## config.mk

```make
export PLATFORM = sky130hd
export DESIGN_NAME = vh_stim_gen
export DESIGN_NICKNAME = d
export VERILOG_FILES = /design/src/rtl/vh_pkg.sv /design/src/rtl/vh_lfsr32.sv /design/src/rtl/vh_stim_gen.sv
export SDC_FILE = /design/constraint.sdc
export NUM_CORES = 1
export LEC_CHECK = 0
export ABC_AREA = 0
export BUFFER_PORTS_ARGS = -buffer_cell sky130_fd_sc_hd__clkbuf_2
export CAP_MARGIN = 20
export CORE_MARGIN = 10
export CORE_UTILIZATION = 45
export CTS_CLUSTER_DIAMETER = 40
export DETAILED_ROUTE_END_ITERATION = 16
export SLEW_MARGIN = 20
export SYNTH_ARGS = -nofsm -noshare
export SYNTH_HDL_FRONTEND = slang
export SYNTH_SLANG_ARGS = --single-unit
export TNS_END_PERCENT = 20
```

## constraint.sdc

```tcl
create_clock -name clk -period 4.8 [get_ports clk]
set_clock_uncertainty 0.1 [all_clocks]
set_input_delay 0.24 -clock clk [delete_from_list [all_inputs] [get_ports clk]]
set_output_delay 0.24 -clock clk [all_outputs]
set_load 0.02 [all_outputs]
```

## src/rtl/vh_pkg.sv

```systemverilog
// Shared definitions for the stimulus generator: operand field layout, corner
// operands, LFSR feedback mask, FSM states and LFSR step helper.
package vh_pkg;

  localparam int VEC_W  = 30;
  localparam int LFSR_W = 32;

  localparam int U4_OFF = 0;
  localparam int U4_W   = 4;
  localparam int U5_OFF = 4;
  localparam int U5_W   = 5;
  localparam int U6_OFF = 9;
  localparam int U6_W   = 6;
  localparam int S4_OFF = 15;
  localparam int S4_W   = 4;
  localparam int S5_OFF = 19;
  localparam int S5_W   = 5;
  localparam int S6_OFF = 24;
  localparam int S6_W   = 6;

  // Signed fields at their most negative / most positive, unsigned fields 0 / all-ones.
  localparam logic [VEC_W-1:0] CORNER_SMIN = 30'h20840000;
  localparam logic [VEC_W-1:0] CORNER_SMAX = 30'h1F7BFFFF;
  localparam logic [VEC_W-1:0] CORNER_ONES = 30'h3FFFFFFF;

  localparam logic [LFSR_W-1:0] LFSR_MASK = 32'h00400007;

  typedef enum logic [1:0] {IDLE, CORNER, RANDOM, DONE} state_t;

  function automatic logic [LFSR_W-1:0] lfsr_next(input logic [LFSR_W-1:0] s);
    return {s[LFSR_W-2:0], 1'b0} ^ (s[LFSR_W-1] ? LFSR_MASK : '0);
  endfunction

  function automatic logic [VEC_W-1:0] corner_a(input logic [1:0] idx);
    case (idx)
      2'd0:    return '0;
      2'd1:    return CORNER_ONES;
      2'd2:    return CORNER_SMIN;
      default: return CORNER_SMAX;
    endcase
  endfunction

  function automatic logic [VEC_W-1:0] corner_b(input logic [1:0] idx);
    case (idx)
      2'd0:    return '0;
      2'd1:    return CORNER_ONES;
      2'd2:    return CORNER_SMAX;
      default: return CORNER_SMIN;
    endcase
  endfunction

endpackage

```

## src/rtl/vh_lfsr32.sv

```systemverilog
// 32-bit Galois LFSR (x^32+x^22+x^2+x+1) with synchronous load and step enable;
// exposes the low operand bits of the current and next state.
module vh_lfsr32
  import vh_pkg::*;
#(
  parameter logic [LFSR_W-1:0] INIT = 32'h0000_0001
) (
  input  logic              clk,
  input  logic              rst,
  input  logic              load,
  input  logic              step,
  input  logic [LFSR_W-1:0] seed,
  output logic [VEC_W-1:0]  vec,
  output logic [VEC_W-1:0]  vec_next
);

  logic [LFSR_W-1:0] state;
  logic [LFSR_W-1:0] state_next;

  assign state_next = lfsr_next(state);
  assign vec        = state[VEC_W-1:0];
  assign vec_next   = state_next[VEC_W-1:0];

  always_ff @(posedge clk or posedge rst) begin
    if (rst) begin
      state <= INIT;
    end else if (load) begin
      state <= seed;
    end else if (step) begin
      state <= state_next;
    end
  end

endmodule

```

## src/rtl/vh_stim_gen.sv

```systemverilog
// Operand stimulus generator: four corner vectors followed by LFSR-driven random
// vectors, presented over a valid/ready handshake with registered outputs.
module vh_stim_gen
  import vh_pkg::*;
#(
  parameter logic [31:0] SEED    = 32'h0000_0001,
  parameter logic [15:0] NUM_VEC = 16'd1000
) (
  input  logic             clk,
  input  logic             rst,
  input  logic             start,
  output logic             busy,
  output logic             done,
  output logic             vec_valid,
  input  logic             vec_ready,
  output logic [VEC_W-1:0] a,
  output logic [VEC_W-1:0] b,
  output logic [15:0]      vec_idx
);

  // An all-zero LFSR would lock up, so a zero seed is promoted to 1 for A.
  localparam logic [LFSR_W-1:0] SEED_A = (SEED == '0) ? 32'h0000_0001 : SEED;
  localparam logic [LFSR_W-1:0] SEED_B = ~SEED;

  state_t           state;
  logic             start_ok;
  logic             xfer;
  logic             last;
  logic [VEC_W-1:0] lfsr_a_vec;
  logic [VEC_W-1:0] lfsr_a_next;
  logic [VEC_W-1:0] lfsr_b_vec;
  logic [VEC_W-1:0] lfsr_b_next;

  assign start_ok = start && ((state == IDLE) || (state == DONE));
  assign xfer     = vec_valid && vec_ready;
  assign last     = (vec_idx == NUM_VEC - 16'd1);

  vh_lfsr32 #(.INIT(SEED_A)) u_lfsr_a (
    .clk      (clk),
    .rst      (rst),
    .load     (start_ok),
    .step     (xfer && (state == RANDOM)),
    .seed     (SEED_A),
    .vec      (lfsr_a_vec),
    .vec_next (lfsr_a_next)
  );

  vh_lfsr32 #(.INIT(SEED_B)) u_lfsr_b (
    .clk      (clk),
    .rst      (rst),
    .load     (start_ok),
    .step     (xfer && (state == RANDOM)),
    .seed     (SEED_B),
    .vec      (lfsr_b_vec),
    .vec_next (lfsr_b_next)
  );

  always_ff @(posedge clk or posedge rst) begin
    if (rst) begin
      state     <= IDLE;
      busy      <= 1'b0;
      done      <= 1'b0;
      vec_valid <= 1'b0;
      a         <= '0;
      b         <= '0;
      vec_idx   <= '0;
    end else begin
      case (state)
        IDLE, DONE: begin
          if (start) begin
            vec_idx <= '0;
            a       <= corner_a(2'd0);
            b       <= corner_b(2'd0);
            if (NUM_VEC == 16'd0) begin
              state     <= DONE;
              busy      <= 1'b0;
              done      <= 1'b1;
              vec_valid <= 1'b0;
            end else begin
              state     <= CORNER;
              busy      <= 1'b1;
              done      <= 1'b0;
              vec_valid <= 1'b1;
            end
          end
        end
        CORNER: begin
          if (xfer) begin
            vec_idx <= vec_idx + 16'd1;
            if (last) begin
              state     <= DONE;
              busy      <= 1'b0;
              done      <= 1'b1;
              vec_valid <= 1'b0;
            end else if (vec_idx == 16'd3) begin
              // LFSRs have not stepped yet, so the first random vector is the seed.
              state <= RANDOM;
              a     <= lfsr_a_vec;
              b     <= lfsr_b_vec;
            end else begin
              a <= corner_a(vec_idx[1:0] + 2'd1);
              b <= corner_b(vec_idx[1:0] + 2'd1);
            end
          end
        end
        RANDOM: begin
          if (xfer) begin
            vec_idx <= vec_idx + 16'd1;
            if (last) begin
              state     <= DONE;
              busy      <= 1'b0;
              done      <= 1'b1;
              vec_valid <= 1'b0;
            end else begin
              a <= lfsr_a_next;
              b <= lfsr_b_next;
            end
          end
        end
        default: state <= IDLE;
      endcase
    end
  end

endmodule

```

==> flow_summary.ini <==
[worst_setup_path]
worst-setup-path-type = reg2reg
reg2reg_slack_ns = 1.92
crit_path_top_delay_cell = a41oi_4
crit_required_ns = 5.02
cp.depth = 7
critPathMaxStageDelay_ns = 0.89
critPathBufInv = 2
rr_worst_depth = 7
crit_chain = inv_1, ha_1, nand4b_1, a41oi_4, buf_4, nand2_1, o221ai_1
critPathCapture = b[3]
cp-start-kind = flip-flop
r2r_end = b[3]
worstSetupStartpoint = state[0]
regToRegStartpoint = state[0]
end_kind = flip-flop
critical_path.top_delay_family = compound AO/OA/AOI/OAI gates
critPathMaxFanout = 32
crit_arrival_ns = 3.11

[yosys]
ys_top_cells_by_area = dfrtp_1, dfstp_2, nand2_1
synth_cells = 740
yosysMostFrequentCell = nand2_1
synth_fp_nets = 747
synth_simple_gate_area_share_pct = 21.1
synth_xor_area_share_pct = 1.85
yosysTopAreaCell = dfrtp_1
synth_fa_ha_area_share_pct = 0.566
synth.top_cell.area_share_pct = 42.3
ys_seq_elements = 144
synth_edf_count = 0
ys_async_sr_fraction_pct = 100
ys_top_cells_by_count = nand2_1, dfrtp_1, nor2_1
synthFlopType = dfrtp_1
synth_top_family_by_area = simple AND/OR/NAND/NOR gates
synth_compound_area_share_pct = 14.4
synth_warnings = 0
yosysUniqueCellTypes = 46
avgSynthCellArea_sq_um = 8.96
syn_area_sq_um = 6630
synthMuxAreaShare_pct = 0
ys_seq_area_share_pct = 55.0

[clock_tree]
cts_buffer_depth = 2
cts_hold_buffers = 1
h-tree-depth = 4
clk_pin_slew_ns = 0.06
root_buffer = clkbuf_16
clkSinkCount = 144
insertion_delay_ns = 0.42
cts.repair.resized = 0
cts_tree = yes
cts_setup_buffers = 0
cts_made_buffers = 17

[global_route]
use_met1_pct = 20.2
global_route.usage.met3_pct = 4.54
grt_max_degree = 107
grt-busiest-layer = met2
use_met2_pct = 27.2
antenna_found_initial = 0
grtUsageTotal_pct = 16.5
grt-ovfl-total = 0
grt_pass1_wl_um = 27200
grt_pass1_vias = 5364

[sta]
hold_viol = 0
fin_crit_sh_pct = 60.1
hold_slack_ns = 0.133
fin_tns_setup_ns = 0
period_needed_ns = 2.88
worst_pin_slew_ns = 1.07
slew-limit-headroom_pct = 28.6
setup_slack_ns = 1.92
rsz0062_at_grt = false
fmax_mhz = 347
slew_viol_final = 0
setup_viol = 0

[route]
via_per_inst = 5.42
drtIter0Drc = 387
ant_nets = 0
first_pass_iters = 5
wl_per_cell_um = 16.5
finalWirelength_um = 16300
drc_errors = 0
dr_total_vias = 5371

[final_layout]
layoutNonFillerInstCount = 991
design_area_sq_um = 7730
diodes = 0
fin_nets = 801
layout-drive-gt1-share_pct = 20.2
n_fill_cell = 1397
area_growth_syn_to_layout_pct = 16.6

[place]
dpl_cell_area_sq_um = 7140
hpwlAfterDp_um = 9740
place_congestion = 0.780
preCtsSetupSlack_ns = 1.84
io_buffers = 82
post-place-cells = 958

[power]
p_int_mw = 2.01
seqPwrFrac_pct = 48.1
clkPwrFrac_pct = 50.8
swShare_pct = 20.3
p_per_area_nw_per_um2 = 327
vdd_ir_drop_max_mv = 0.217
switchingPower_mw = 0.513
p_leak_nw = 3.72
p_comb_share_pct = 1.1

[status]
status = complete, no violations

[floorplanning]
rows = 44
die_x_um = 141
io_pins = 83
start_util_pct = 45.8
dieArea_sq_um = 20000
fp.dieH_um = 141
coreArea_sq_um = 14500

[min_path]
hold_path_class = in2reg

[flow_run]
cap_violations = 0
state kept, by name, indices dropped and copies added (netlist names):
register        cells
u_lfsr_a.state     32
u_lfsr_b.state     32
vec_valid           1
done                1
a                  30
state               2
vec_idx            16
b                  30
cells in the final DEF (no fill, tap or decap), drive strengths merged, types with 3 or more instances in the layout:
cell,instances
a21oi,40
a211oi,4
o221ai,60
dfstp,32
dfrtp,112
a211o,3
o31ai,3
xnor2,7
nand4,5
nor2,75
and4,3
nand3,37
or4,3
clkbuf,110
buf,7
inv,66
ha,3
xor2,7
nand2,191
nand2b,4
nor4,3
worst min-delay path, cell delays in order:
cell and delay (ns):
clkbuf_2 0.15, nand3b_4 0.14, o21ai_0 0.08
stage by stage:
stage | power (mW) | util, %
3_3_place_gp | 1.26 | 49.3
3_5_place_dp | 1.27 | 49.3
2_1_floorplan | 1.25 | -
4_1_cts | 2.55 | 53.4
6_report | 2.53 | 53.4
5_1_grt | 2.62 | 53.4
cell families after synthesis:
logic type | after synthesis
buffers and inverters | 121
adder cells (fa/ha/maj) | 3
XOR/XNOR | 14
AO/OA/AOI/OAI | 127
AND/OR/NAND/NOR | 331
flip-flops | 144
final cells by class:
type,count,area (sq um),area share (%)
Clock buffer,28,527,6.82
Clock inverter,4,47.5,0.615
Inverter,66,253,3.27
Multi-Input combinational cell,475,2550,33.0
Sequential cell,144,3640,47.2
Tap cell,184,230,2.98
Timing Repair Buffer,90,473,6.12
routing by layer:
| metal | wire (um) | share of wire (%) |
|---|---|---|
| met2 | 8080 | 50 |
| met1 | 7040 | 43 |
| met5 | 0 | 0 |
| met3 | 1030 | 6.3 |
| met4 | 164 | 1.0 |
worst min path at each step:
stage | startpoint | end | slack, ns | cells past startpoint
detailed placement | u_lfsr_b.state[30] | u_lfsr_b.state[31] | 0.37 | 2
CTS | vec_ready | vec_idx[0] | 0.12 | 3
global placement | u_lfsr_b.state[30] | u_lfsr_b.state[31] | 0.37 | 2
global route | vec_ready | vec_idx[0] | 0.16 | 3
finish | vec_ready | vec_idx[0] | 0.13 | 3
floorplan | vec_ready | vec_idx[0] | 0.34 | 2
power groups by stage:
| stage | Clock, mW | Sequential, mW | Combinational, mW |
|---|---|---|---|
| floorplan | 0 | 1.24 | 0.0176 |
| detailed placement | 0 | 1.24 | 0.0290 |
| finish | 1.28 | 1.22 | 0.0271 |
| global route | 1.37 | 1.21 | 0.0323 |
| CTS | 1.31 | 1.22 | 0.0293 |
| global placement | 0 | 1.24 | 0.0284 |
(Power assumes the default switching activity.)
